**src/rtl/ripple_count_tracker.sv**
```systemverilog
// Resynchronises a free-running 3-bit ripple counter into clk, filters ripple
// intermediates by stability, tracks +1 stepping, and counts wraps and step errors.
module ripple_count_tracker #(
    parameter int STABLE   = 2,
    parameter int LOCK_CNT = 2,
    parameter int WRAP_W   = 8,
    parameter int ERR_W    = 4
) (
    input  logic              clk,
    input  logic              reset,
    input  logic [2:0]        q_in,
    input  logic              clear,
    output logic [2:0]        cur_value,
    output logic              locked,
    output logic              wrap_pulse,
    output logic              step_err,
    output logic [WRAP_W-1:0] wrap_count,
    output logic [ERR_W-1:0]  err_count
);

    localparam logic [2:0] STABLE_C = 3'(STABLE);
    localparam logic [2:0] LOCK_C   = 3'(LOCK_CNT);

    typedef enum logic [1:0] {
        IDLE    = 2'd0,
        ACQUIRE = 2'd1,
        LOCKED  = 2'd2
    } state_t;

    function automatic logic [2:0] inc3(input logic [2:0] v);
        return v + 3'd1;
    endfunction

    logic [2:0] s1_r, s2_r, cand_r, cnt_r, good_r, good_nxt_s;
    state_t     state_r, state_nxt_s;
    logic       stable_s, accept_s, is_step_s, wrap_nxt_s, err_nxt_s;

    // The candidate becomes acceptable on the edge its run in s2 reaches STABLE.
    assign stable_s  = (s2_r == cand_r) && (cnt_r >= (STABLE_C - 3'd1));
    assign accept_s  = stable_s && ((state_r == IDLE) || (cand_r != cur_value));
    assign is_step_s = (cand_r == inc3(cur_value));

    // Two-flop synchroniser followed by the run-length stability filter.
    always_ff @(posedge clk) begin
        if (reset) begin
            s1_r   <= 3'd0;
            s2_r   <= 3'd0;
            cand_r <= 3'd0;
            cnt_r  <= 3'd0;
        end else begin
            s1_r <= q_in;
            s2_r <= s1_r;
            if (s2_r != cand_r) begin
                cand_r <= s2_r;
                cnt_r  <= 3'd1;
            end else if (cnt_r < STABLE_C) begin
                cnt_r <= cnt_r + 3'd1;
            end else begin
                cnt_r <= cnt_r;
            end
        end
    end

    // Filtered value register.
    always_ff @(posedge clk) begin
        if (reset) begin
            cur_value <= 3'd0;
        end else if (accept_s) begin
            cur_value <= cand_r;
        end else begin
            cur_value <= cur_value;
        end
    end

    // FSM state and good-step counter.
    always_ff @(posedge clk) begin
        if (reset) begin
            state_r <= IDLE;
            good_r  <= 3'd0;
        end else begin
            state_r <= state_nxt_s;
            good_r  <= good_nxt_s;
        end
    end

    // Next-state logic.
    always_comb begin
        state_nxt_s = state_r;
        good_nxt_s  = good_r;
        case (state_r)
            IDLE: begin
                if (accept_s) begin
                    state_nxt_s = ACQUIRE;
                    good_nxt_s  = 3'd0;
                end else begin
                    state_nxt_s = IDLE;
                end
            end
            ACQUIRE: begin
                if (accept_s && is_step_s) begin
                    if ((good_r + 3'd1) >= LOCK_C) begin
                        state_nxt_s = LOCKED;
                        good_nxt_s  = 3'd0;
                    end else begin
                        good_nxt_s = good_r + 3'd1;
                    end
                end else if (accept_s) begin
                    good_nxt_s = 3'd0;
                end else begin
                    good_nxt_s = good_r;
                end
            end
            LOCKED: begin
                if (accept_s && !is_step_s) begin
                    state_nxt_s = ACQUIRE;
                    good_nxt_s  = 3'd0;
                end else begin
                    state_nxt_s = LOCKED;
                end
            end
            default: begin
                state_nxt_s = IDLE;
                good_nxt_s  = 3'd0;
            end
        endcase
    end

    // Pulse decode; only accepted changes seen while LOCKED produce events.
    always_comb begin
        wrap_nxt_s = 1'b0;
        err_nxt_s  = 1'b0;
        if ((state_r == LOCKED) && accept_s) begin
            if (is_step_s) begin
                wrap_nxt_s = (cand_r == 3'd0);
            end else begin
                err_nxt_s = 1'b1;
            end
        end else begin
            wrap_nxt_s = 1'b0;
            err_nxt_s  = 1'b0;
        end
    end

    // Registered status outputs and counters; clear beats a coincident increment.
    always_ff @(posedge clk) begin
        if (reset) begin
            locked     <= 1'b0;
            wrap_pulse <= 1'b0;
            step_err   <= 1'b0;
            wrap_count <= {WRAP_W{1'b0}};
            err_count  <= {ERR_W{1'b0}};
        end else begin
            locked     <= (state_nxt_s == LOCKED);
            wrap_pulse <= wrap_nxt_s;
            step_err   <= err_nxt_s;
            if (clear) begin
                wrap_count <= {WRAP_W{1'b0}};
            end else if (wrap_nxt_s) begin
                wrap_count <= wrap_count + {{(WRAP_W-1){1'b0}}, 1'b1};
            end else begin
                wrap_count <= wrap_count;
            end
            if (clear) begin
                err_count <= {ERR_W{1'b0}};
            end else if (err_nxt_s && (err_count != {ERR_W{1'b1}})) begin
                err_count <= err_count + {{(ERR_W-1){1'b0}}, 1'b1};
            end else begin
                err_count <= err_count;
            end
        end
    end

endmodule

```
**config.mk**
```make
export PLATFORM = sky130hd
export DESIGN_NAME = ripple_count_tracker
export DESIGN_NICKNAME = d
export VERILOG_FILES = /design/src/rtl/ripple_count_tracker.sv
export SDC_FILE = /design/constraint.sdc
export NUM_CORES = 1
export LEC_CHECK = 0
export CORE_UTILIZATION = 45
export CTS_CLUSTER_SIZE = 10
export DETAILED_ROUTE_END_ITERATION = 16
export PLACE_DENSITY = 0.77
export RECOVER_POWER = 25
export SYNTH_ARGS = -nofsm -noshare
export SYNTH_HDL_FRONTEND = slang
export SYNTH_SLANG_ARGS = --single-unit
```
**constraint.sdc**
```tcl
create_clock -name clk -period 2.3 [get_ports clk]
set_input_delay 0.345 -clock clk [delete_from_list [all_inputs] [get_ports clk]]
set_output_delay 0.345 -clock clk [all_outputs]
set_load 0.05 [all_outputs]
```
==> results of run 1 <==
==> cell families after synthesis <==
family / Yosys count / share of synthesized area
simple gates: 75 / 0.261
flops: 35 / 0.426
compound gates: 34 / 0.138
buf+inv: 14 / 0.0456
xor+xnor: 12 / 0.0775
fa+ha+maj: 7 / 0.0532
==> through the flow <==
step                worst slack (ns)  cell area (µm²)  cells  total power [mW]  utilization
global route                  0.0530             1960    248              1.21        0.574
detailed placement             0.201             1900    240             0.809        0.556
floorplan                     0.0260             1650    177             0.776            -
CTS                            0.171             1960    248              1.15        0.573
finish                         0.199             1960    248              1.14        0.574
global placement               0.251             1900    240             0.800        0.556
==> state kept, by name (all words and copies together), names as in the netlist, 3 cells and up <==
signal / cells
wrap_count: 8
s2_r: 3
good_r: 3
err_count: 4
s1_r: 3
cand_r: 3
cnt_r: 3
cur_value: 3
==> per-layer routing <==
metal	routed length [µm]	track usage	vias up
li1	-	-	686
met1	1530	0.221	649
met2	1670	0.321	28
met3	146	0.0693	9
met4	97	0.142	0
met5	0	0	-
==> layout make-up <==
type | count | area share
Inverter | 6 | 0.0115
Tap cell | 46 | 0.0294
Clock buffer | 5 | 0.0192
Multi-Input combinational cell | 128 | 0.448
Timing Repair Buffer | 25 | 0.123
Clock inverter | 3 | 0.0102
Sequential cell | 35 | 0.359
==> power by group <==
part           total [mW]  switching, mW  internal (mW)
combinational       0.153         0.0934         0.0597
sequential          0.645         0.0211          0.624
clock               0.346          0.229          0.117
==> how the worst min path moves through the flow <==
| stage | start | depth (start not counted) | slack (ns) | endpoint |
|---|---|---|---|---|
| 2_1_floorplan | s1_r[0] | 1 | 0.41 | s2_r[0] |
| 3_3_place_gp | s1_r[2] | 1 | 0.42 | s2_r[2] |
| 3_5_place_dp | s1_r[2] | 1 | 0.42 | s2_r[2] |
| 4_1_cts | s1_r[2] | 1 | 0.45 | s2_r[2] |
| 5_1_grt | s1_r[0] | 1 | 0.47 | s2_r[0] |
| 6_report | s1_r[2] | 1 | 0.45 | s2_r[2] |
==> synthesized netlist by cell type, drive strengths merged <==
cell / number
and2: 2
a21o: 1
nor4: 4
clkbuf: 4
o41ai: 4
and3: 4
a31oi: 1
buf: 4
or4b: 1
a311oi: 1
inv: 6
xor2: 4
or4: 2
or2: 1
o311ai: 2
nand3: 9
nand2: 13
nor3: 5
ha: 7
nand4b: 1
o41a: 1
nor2: 9
o21a: 1
dfxtp: 35
a41o: 2
a21oi: 13
or3: 6
xnor2: 7
nor2b: 11
nand4: 5
nand2b: 1
o21ai: 8
xnor3: 1
nand3b: 1
==> worst reg2reg max path, cell delays in order, from the launching register on <==
cell and delay [ns]:
dfxtp_2 0.38, ha_1 0.34, nor4_2 0.22, nand3_2 0.12, or4_4 0.49, or3_1 0.36, a21oi_1 0.14
==> repair_timing <==
item                       CTS  global route
setup endpoints to repair    0             1
resized for setup            0             1
hold endpoints to repair     0             0
==> run summary, run 1 <==
outcome = completed
Startpoint Class = register
most common cell after layout, fill and taps aside = dfxtp_1
post-layout min period = 2.10 ns
Nets = 214
TritonRoute pass-1 iters = 4
TritonCTS clock tree = yes
YS warnings = 0
1st-iter DRT viols = 76
Overflow after GRT = 0
Worst path depth = 6
DRC viols = 0
cell row count = 21
clk_lat worst skew = 0.36 ns
sequential-to-total area share from yosys stat = 0.426
pwr dens = 584 mW/mm²
relative slew slack = 0.637
layout cell share with drive strength beyond 1 = 0.104
flop2flop setup slack = 0.20 ns
routed vias = 1,372
setup TNS = 0 ns
clock slew at reported path FFs = 0.12 ns
chip width = 62.5 µm
hold buffer count at CTS = 0
synth unique cells = 41
per-cell routed wire length = 13.9 µm
slowest cell on the critical path = or4_4
Worst Tran Pin Value = 0.539 ns
CP Cell Sequence = ha_1 > nor4_2 > nand3_2 > or4_4 > or3_1 > a21oi_1
area occupied by multi-input gates = 877 µm²
die area = 0.00391 mm²
vias in the first global route = 1,338
worst hold margin = 0.446 ns
antenna violations before repair = 0
DRT Wirelength = 3.44 mm
TritonCTS Buffers = 5
crit path DAT = 2.40 ns
fillcell total = 310
HPWL after DPL = 2.50 mm
endpoint class of the critical path = register
unrepaired setup endpoints after global routing = no
syn nets = 190
I/O pin cnt = 24
CP max FO = 6
Peak supply drop = 0.000379 V
flops & latches, synth = 35
Final GP Congestion = 0.901
fmax = 476 MHz
LEAKAGE = 0.687 nW
critical path's largest stage delay = 0.49 ns
H-Tree Depth = 2
sequential cell area = 703 µm²
Max Cap Viol = 0
Core Region = 0.00342 mm²
period utilisation layout = 0.913
ant diodes = 0
post-route ant nets = 0
critical path type = register to register
Synth area leader = dfxtp_1
Mapped Area = 0.00165 mm²
Worst Skew = 0.00662 ns
Crit path required time = 2.60 ns
Synth-to-Final Area Change = 19.0%
Final Setup Violations = 0
port bufs = 23
CP Capture Point = wrap_count[6]
Reg-to-Reg End = wrap_count[6]
clk sink count = 35
vias per cell = 5.53
crit path buf inv count = 0
beginning of the critical path = cur_value[0]
worst reg2reg path depth = 6
DIE HEIGHT = 62.5 µm
deepest clock path buffer count = 2
largest net degree at the start of global routing = 15
ranking of synthesized cells by area = dfxtp_1 (43%), ha_1 (5.3%), nor2b_1 (4.2%)
Post-Syn Instances = 177
most frequent cells in the layout = dfxtp_1 (33), clkdlybuf4s50_1 (22), a21oi_1 (13), nand2_1 (13), nor2b_1 (11)
first-pass GRT wire length = 5.94 mm
GRT Total Usage = 0.201
Synth Area per Inst = 9.30 µm²
max-slew violations = 0
CTS root buf = clkbuf_4
share of the synthesized area in the top cell type = 0.426
dominant delay contributor by cell family on the critical path = simple AND/OR/NAND/NOR gates
setup repair bufs after CTS = 0
Hold Violations, Final = 0
reg-to-reg startpoint = cur_value[0]
starting density of the core = 0.482
hold crit path type = register to register
Note: power is estimated with default switching activity, not from simulation.
==> run 2: changes to the inputs <==
GPL_TIMING_DRIVEN = 0   (was default)
PLACE_DENSITY = default   (was 0.77)
PLACE_DENSITY_LB_ADDON = 0.1   (was default)
==> run 2 against run 1 <==
Wire length shrank 0.78%. Sequential power shrank 1%. Largest cell class unchanged. Cell area increased by 3.9%.
==> run summary, run 2 (synthesis gave the netlist of run 1 again) <==
outcome = completed (unchanged)
I/O pin cnt = 24 (unchanged)
Startpoint Class = register (unchanged)
Nets = 221 (was 214)
starting density of the core = 0.482 (unchanged)
Final Setup Violations = 0 (unchanged)
max reg flops = 8 (unchanged)
routed vias = 1,375 (was 1,372)
critical path's largest stage delay = 0.51 ns (was 0.49 ns)
Peak supply drop = 0.000364 V (was 0.000379 V)
Core Region = 0.00342 mm² (unchanged)
TritonCTS Buffers = 5 (unchanged)
per-cell routed wire length = 13.5 µm (was 13.9 µm)
clk_lat worst skew = 0.34 ns (was 0.36 ns)
CTS root buf = clkbuf_4 (unchanged)
1st-iter DRT viols = 42 (was 76)
Max Used Layer = met4 (unchanged)
max-slew violations = 0 (unchanged)
DRT met1 WL = 1.61 mm (was 1.53 mm)
clock slew at reported path FFs = 0.11 ns (was 0.12 ns)
sw frac = 0.278 (was 0.301)
port bufs = 22 (was 23)
vias per cell = 5.41 (was 5.53)
DRC viols = 0 (unchanged)
DRT Wirelength = 3.42 mm (was 3.44 mm)
unrepaired setup endpoints after global routing = no (unchanged)
Worst Skew = 0.00888 ns (was 0.00662 ns)
TritonRoute pass-1 iters = 4 (unchanged)
Hold Violations, Final = 0 (unchanged)
endpoint class of the critical path = register (unchanged)
cell row count = 21 (unchanged)
Comb power frac = 0.152 (was 0.134)
Synth-to-Final Area Change = 23.6% (was 19.0%)
TritonCTS clock tree = yes (unchanged)
deepest clock path buffer count = 2 (unchanged)
met3 wire length = 122 µm (was 146 µm)
post-route cell area = 0.00204 mm² (was 0.00196 mm²)
clock power share = 0.297 (was 0.302)
chip width = 62.5 µm (unchanged)
Final GP Congestion = 0.796 (was 0.901)
fmax = 452 MHz (was 476 MHz)
setup TNS = 0 ns (unchanged)
met2 WL post-DR = 1.62 mm (was 1.67 mm)
final non-filler cell total = 254 (was 248)
most frequent cells in the layout = dfxtp_1 (33), clkdlybuf4s50_1 (21), a21oi_1 (13), nand2_1 (13), nor2b_1 (11) (was dfxtp_1 (33), clkdlybuf4s50_1 (22), a21oi_1 (13), nand2_1 (13), nor2b_1 (11))
first-pass GRT wire length = 5.67 mm (was 5.94 mm)
dpl cells = 245 (was 240)
crit path buf inv count = 0 (unchanged)
largest net degree at the start of global routing = 11 (was 15)
DIE HEIGHT = 62.5 µm (unchanged)
critical path type = register to register (unchanged)
H-Tree Depth = 2 (unchanged)
fillcell total = 325 (was 310)
period utilisation layout = 0.963 (was 0.913)
die area = 0.00391 mm² (unchanged)
Crit path required time = 2.56 ns (was 2.60 ns)
Pint = 0.834 mW (was 0.800 mW)
Overflow after GRT = 0 (unchanged)
layout cell share with drive strength beyond 1 = 0.120 (was 0.104)
Sequential Power Share = 0.551 (was 0.564)
antenna violations before repair = 0 (unchanged)
ant diodes = 0 (unchanged)
hold buffer count at CTS = 0 (unchanged)
post-layout min period = 2.21 ns (was 2.10 ns)
LEAKAGE = 0.724 nW (was 0.687 nW)
clk sink count = 35 (unchanged)
pwr dens = 568 mW/mm² (was 584 mW/mm²)
post-route ant nets = 0 (unchanged)
Max Cap Viol = 0 (unchanged)
P_sw = 0.322 mW (was 0.344 mW)
vias in the first global route = 1,269 (was 1,338)
CP max FO = 6 (unchanged)
relative slew slack = 0.618 (was 0.637)
most common cell after layout, fill and taps aside = dfxtp_1 (unchanged)
HPWL after DPL = 2.45 mm (was 2.50 mm)
Worst Tran Pin Value = 0.567 ns (was 0.539 ns)
hold crit path type = register to register (unchanged)
slowest cell on the critical path = or4_4 (unchanged)
largest reg by FF count = wrap_count (unchanged)
crit path DAT = 2.48 ns (was 2.40 ns)
Placed Area = 0.00193 mm² (was 0.00190 mm²)
GRT Total Usage = 0.185 (was 0.201)
dominant delay contributor by cell family on the critical path = simple AND/OR/NAND/NOR gates (unchanged)
largest registers = wrap_count: 8 flops, err_count: 4 flops (unchanged)
CP Cell Sequence = ha_4 > nor4_4 > nand3_4 > or4_4 > or3_1 > a21oi_1 (was ha_1 > nor4_2 > nand3_2 > or4_4 > or3_1 > a21oi_1)
## run 2: cell count changes in the layout (fill, tap and decap cells not counted), sizes merged
cell / previous run / this run
clkbuf: 6 / 10
clkinvlp: 2 / 0
clkdlybuf4s50: 22 / 21
buf: 1 / 6
## run 2: path summary, 6_finish.rpt
kind                      from            end  slack (ns)  depth (start not counted)
hold / removal         s1_r[0]        s2_r[0]        0.45                          1
setup reg to reg  cur_value[0]  wrap_count[6]        0.09                          6
hold reg to reg        s1_r[0]        s2_r[0]        0.45                          1
setup / recovery  cur_value[0]  wrap_count[6]        0.09                          6
## run 2: repair_timing
item                                    CTS  global route
resized for setup                         0             5
endpoints found under the setup margin    0             2
buffers inserted                          0             2
## run 2: layout make-up
class	instances	area (µm²)	share of cell area
Tap cell	46	57.6	0.0283
Inverter	6	22.5	0.0111
Clock buffer	6	51.3	0.0252
Clock inverter	1	5.00	0.00246
Sequential cell	35	706	0.347
Multi-Input combinational cell	128	906	0.445
Buffer	8	52.6	0.0258
Timing Repair Buffer	24	235	0.116
## run 2: power by group through the flow
stage	registers (mW)	clock network, mW	logic, mW
after CTS	0.637	0.357	0.167
final	0.637	0.344	0.175
after detailed placement	0.651	0	0.166
after global routing	0.639	0.378	0.194
after global placement	0.650	0	0.161
after floorplan	0.653	0	0.123
## run 2: worst register-to-register path, stage by stage, from the launching register on
cell,delay (ns)
dfxtp_4,0.40
ha_4,0.26
nor4_4,0.34
nand3_4,0.11
or4_4,0.51
or3_1,0.35
a21oi_1,0.16
## run 2: metrics by stage
| step | util | setup slack, ns | hold slack, ns | power (mW) |
|---|---|---|---|---|
| 5_1_grt | 0.596 | 0.0222 | 0.464 | 1.21 |
| 3_3_place_gp | 0.564 | 0.0913 | 0.416 | 0.810 |
| 3_5_place_dp | 0.564 | 0.0427 | 0.430 | 0.817 |
| 4_1_cts | 0.581 | 0.00635 | 0.458 | 1.16 |
| 2_1_floorplan | - | 0.0260 | 0.414 | 0.776 |
| 6_report | 0.596 | 0.0862 | 0.453 | 1.16 |
## run 2: metal layers
layer / GRT usage / up-vias
met5: 0 / -
met1: 0.228 / 648
met3: 0.0474 / 7
li1: - / 697
met4: 0.0727 / 0
met2: 0.307 / 23
==> run 3: changes to the inputs <==
REMOVE_ABC_BUFFERS = 1   (was default)
==> run 3 against run 2 <==
Worst hold slack got worse by 0.0018 ns. First-iteration DRC count rose by 71%. Core utilization fell by 1.8 points. Power rose by 2.4%. Non-clock buffer count fell by 8. Global-route usage fell by 0.63 points. Largest cell class unchanged. Flip-flop and latch count did not move. Fmax rose by 4.1%. Wire length fell by 6.1%.
==> run summary, run 3 (synthesis gave the netlist of run 1 again) <==
outcome = completed (unchanged)
Startpoint Class = register (unchanged)
period utilisation layout = 0.925 (was 0.963)
TritonCTS clock tree = yes (unchanged)
largest reg by FF count = wrap_count (unchanged)
critical path's largest stage delay = 0.51 ns (about the same)
Core Region = 0.00342 mm² (unchanged)
deepest clock path buffer count = 2 (unchanged)
most frequent cells in the layout = dfxtp_1 (32), clkdlybuf4s50_1 (22), a21oi_1 (13), nand2_1 (13), nor2b_1 (11) (was dfxtp_1 (33), clkdlybuf4s50_1 (21), a21oi_1 (13), nand2_1 (13), nor2b_1 (11))
worst reg2reg path depth = 6 (unchanged)
area occupied by multi-input gates = 880 µm² (was 906 µm²)
endpoint class of the critical path = register (unchanged)
most common cell after layout, fill and taps aside = dfxtp_1 (unchanged)
port bufs = 23 (was 22)
ant diodes = 0 (unchanged)
post-route cell area = 0.00197 mm² (was 0.00204 mm²)
cell row count = 21 (unchanged)
Hold Violations, Final = 0 (unchanged)
largest net degree at the start of global routing = 27 (was 11)
vias in the first global route = 1,281 (was 1,269)
chip width = 62.5 µm (unchanged)
max-slew violations = 0 (unchanged)
Hold Path Depth = 1 (unchanged)
per-cell routed wire length = 13.0 µm (was 13.5 µm)
CP max FO = 6 (unchanged)
sequential cell area = 704 µm² (was 706 µm²)
1st-iter DRT viols = 72 (was 42)
Nets = 213 (was 221)
TritonRoute pass-1 iters = 4 (unchanged)
I/O pin cnt = 24 (unchanged)
clock slew at reported path FFs = 0.11 ns (about the same)
Setup WS post-layout = 0.173 ns (was 0.0862 ns)
hold buffer count at CTS = 0 (unchanged)
pre-CTS setup slack = -0.0129 ns (was 0.0427 ns)
hold crit path type = register to register (unchanged)
CTS root buf = clkbuf_4 (unchanged)
LEAKAGE = 0.702 nW (was 0.724 nW)
pwr dens = 599 mW/mm² (was 568 mW/mm²)
Synth-to-Final Area Change = 19.9% (was 23.6%)
fillcell total = 321 (was 325)
beginning of the critical path = cur_value[0] (unchanged)
HPWL after DPL = 2.35 mm (was 2.45 mm)
unrepaired setup endpoints after global routing = no (unchanged)
critical path type = register to register (unchanged)
post-route ant nets = 0 (unchanged)
CP Cell Sequence = ha_1 > nor4_4 > nand3_2 > or4_4 > or3_1 > a21oi_1 (was ha_4 > nor4_4 > nand3_4 > or4_4 > or3_1 > a21oi_1)
max reg flops = 8 (unchanged)
starting density of the core = 0.482 (unchanged)
die area = 0.00391 mm² (unchanged)
Final GP Congestion = 0.766 (was 0.796)
Overflow after GRT = 0 (unchanged)
DRT Wirelength = 3.21 mm (was 3.42 mm)
reg-to-reg startpoint = cur_value[0] (unchanged)
layout cell share with drive strength beyond 1 = 0.104 (was 0.120)
first-pass GRT wire length = 5.51 mm (was 5.67 mm)
Hold Startpoint = s1_r[2] (was s1_r[0])
slowest cell on the critical path = or4_4 (unchanged)
Worst Skew = 0.0111 ns (was 0.00888 ns)
crit path DAT = 2.40 ns (was 2.48 ns)
TritonCTS Buffers = 5 (unchanged)
Worst Tran Pin Value = 0.875 ns (was 0.567 ns)
relative slew slack = 0.415 (was 0.618)
H-Tree Depth = 2 (unchanged)
largest registers = wrap_count: 8 flops, err_count: 4 flops (unchanged)
routed vias = 1,354 (was 1,375)
vias per cell = 5.48 (was 5.41)
clk_lat worst skew = 0.34 ns (about the same)
antenna violations before repair = 0 (unchanged)
worst hold margin = 0.451 ns (was 0.453 ns)
Crit path required time = 2.58 ns (was 2.56 ns)
clk sink count = 35 (unchanged)
post-layout min period = 2.13 ns (was 2.21 ns)
Max Cap Viol = 0 (unchanged)
Final Setup Violations = 0 (unchanged)
Peak supply drop = 0.000326 V (was 0.000364 V)
DIE HEIGHT = 62.5 µm (unchanged)
Placed Area = 0.00188 mm² (was 0.00193 mm²)
DRC viols = 0 (unchanged)
GRT Total Usage = 0.179 (was 0.185)
fmax = 470 MHz (was 452 MHz)
-- run 3: path summary, 6_finish.rpt --
check | endpoint | slack, ns
max | wrap_count[6] | 0.17
max reg2reg | wrap_count[6] | 0.17
min | s2_r[2] | 0.45
min reg2reg | s2_r[2] | 0.45
-- run 3: cell type report --
cell class                 instances  share of cell area
clock buffer                       7              0.0330
multi-input combinational        128               0.446
timing repair buffer              24               0.120
tap                               46              0.0292
clock inverter                     1             0.00380
inverter                           6              0.0114
sequential                        35               0.357
-- run 3: metal layers --
metal	vias to the layer above	track usage	wire (µm)
li1	684	-	-
met1	644	0.218	1490
met2	21	0.293	1560
met3	5	0.0493	108
met4	0	0.0756	44
met5	-	0	0
-- run 3: metrics by stage --
step | instances | total power [mW] | utilization | setup TNS, ns
3_3_place_gp | 238 | 0.800 | 0.551 | 0
2_1_floorplan | 169 | 0.760 | - | -0.323
5_1_grt | 247 | 1.25 | 0.578 | 0
3_5_place_dp | 238 | 0.807 | 0.551 | -0.0129
6_report | 247 | 1.18 | 0.578 | 0
4_1_cts | 246 | 1.19 | 0.573 | 0
-- run 3: critical path: cells and delay by family (launching register included) --
family / cells / cell delay (ns)
simple gates: 4 / 1.18
flops: 1 / 0.38
compound gates: 1 / 0.14
fa+ha+maj: 1 / 0.37
-- run 3: repair_timing --
item,CTS,global route
pin swaps,0,1
gates resized for setup,1,3
setup buffers,0,1
hold endpoints to repair,0,0
endpoints found under the setup margin,1,1
cloned,0,0
-- run 3: power by group --
| part | switching, mW | total [mW] | internal, mW |
|---|---|---|---|
| Combinational | 0.0913 | 0.151 | 0.0596 |
| Clock | 0.209 | 0.387 | 0.179 |
| Sequential | 0.0213 | 0.645 | 0.624 |
| Total | 0.321 | 1.18 | 0.862 |
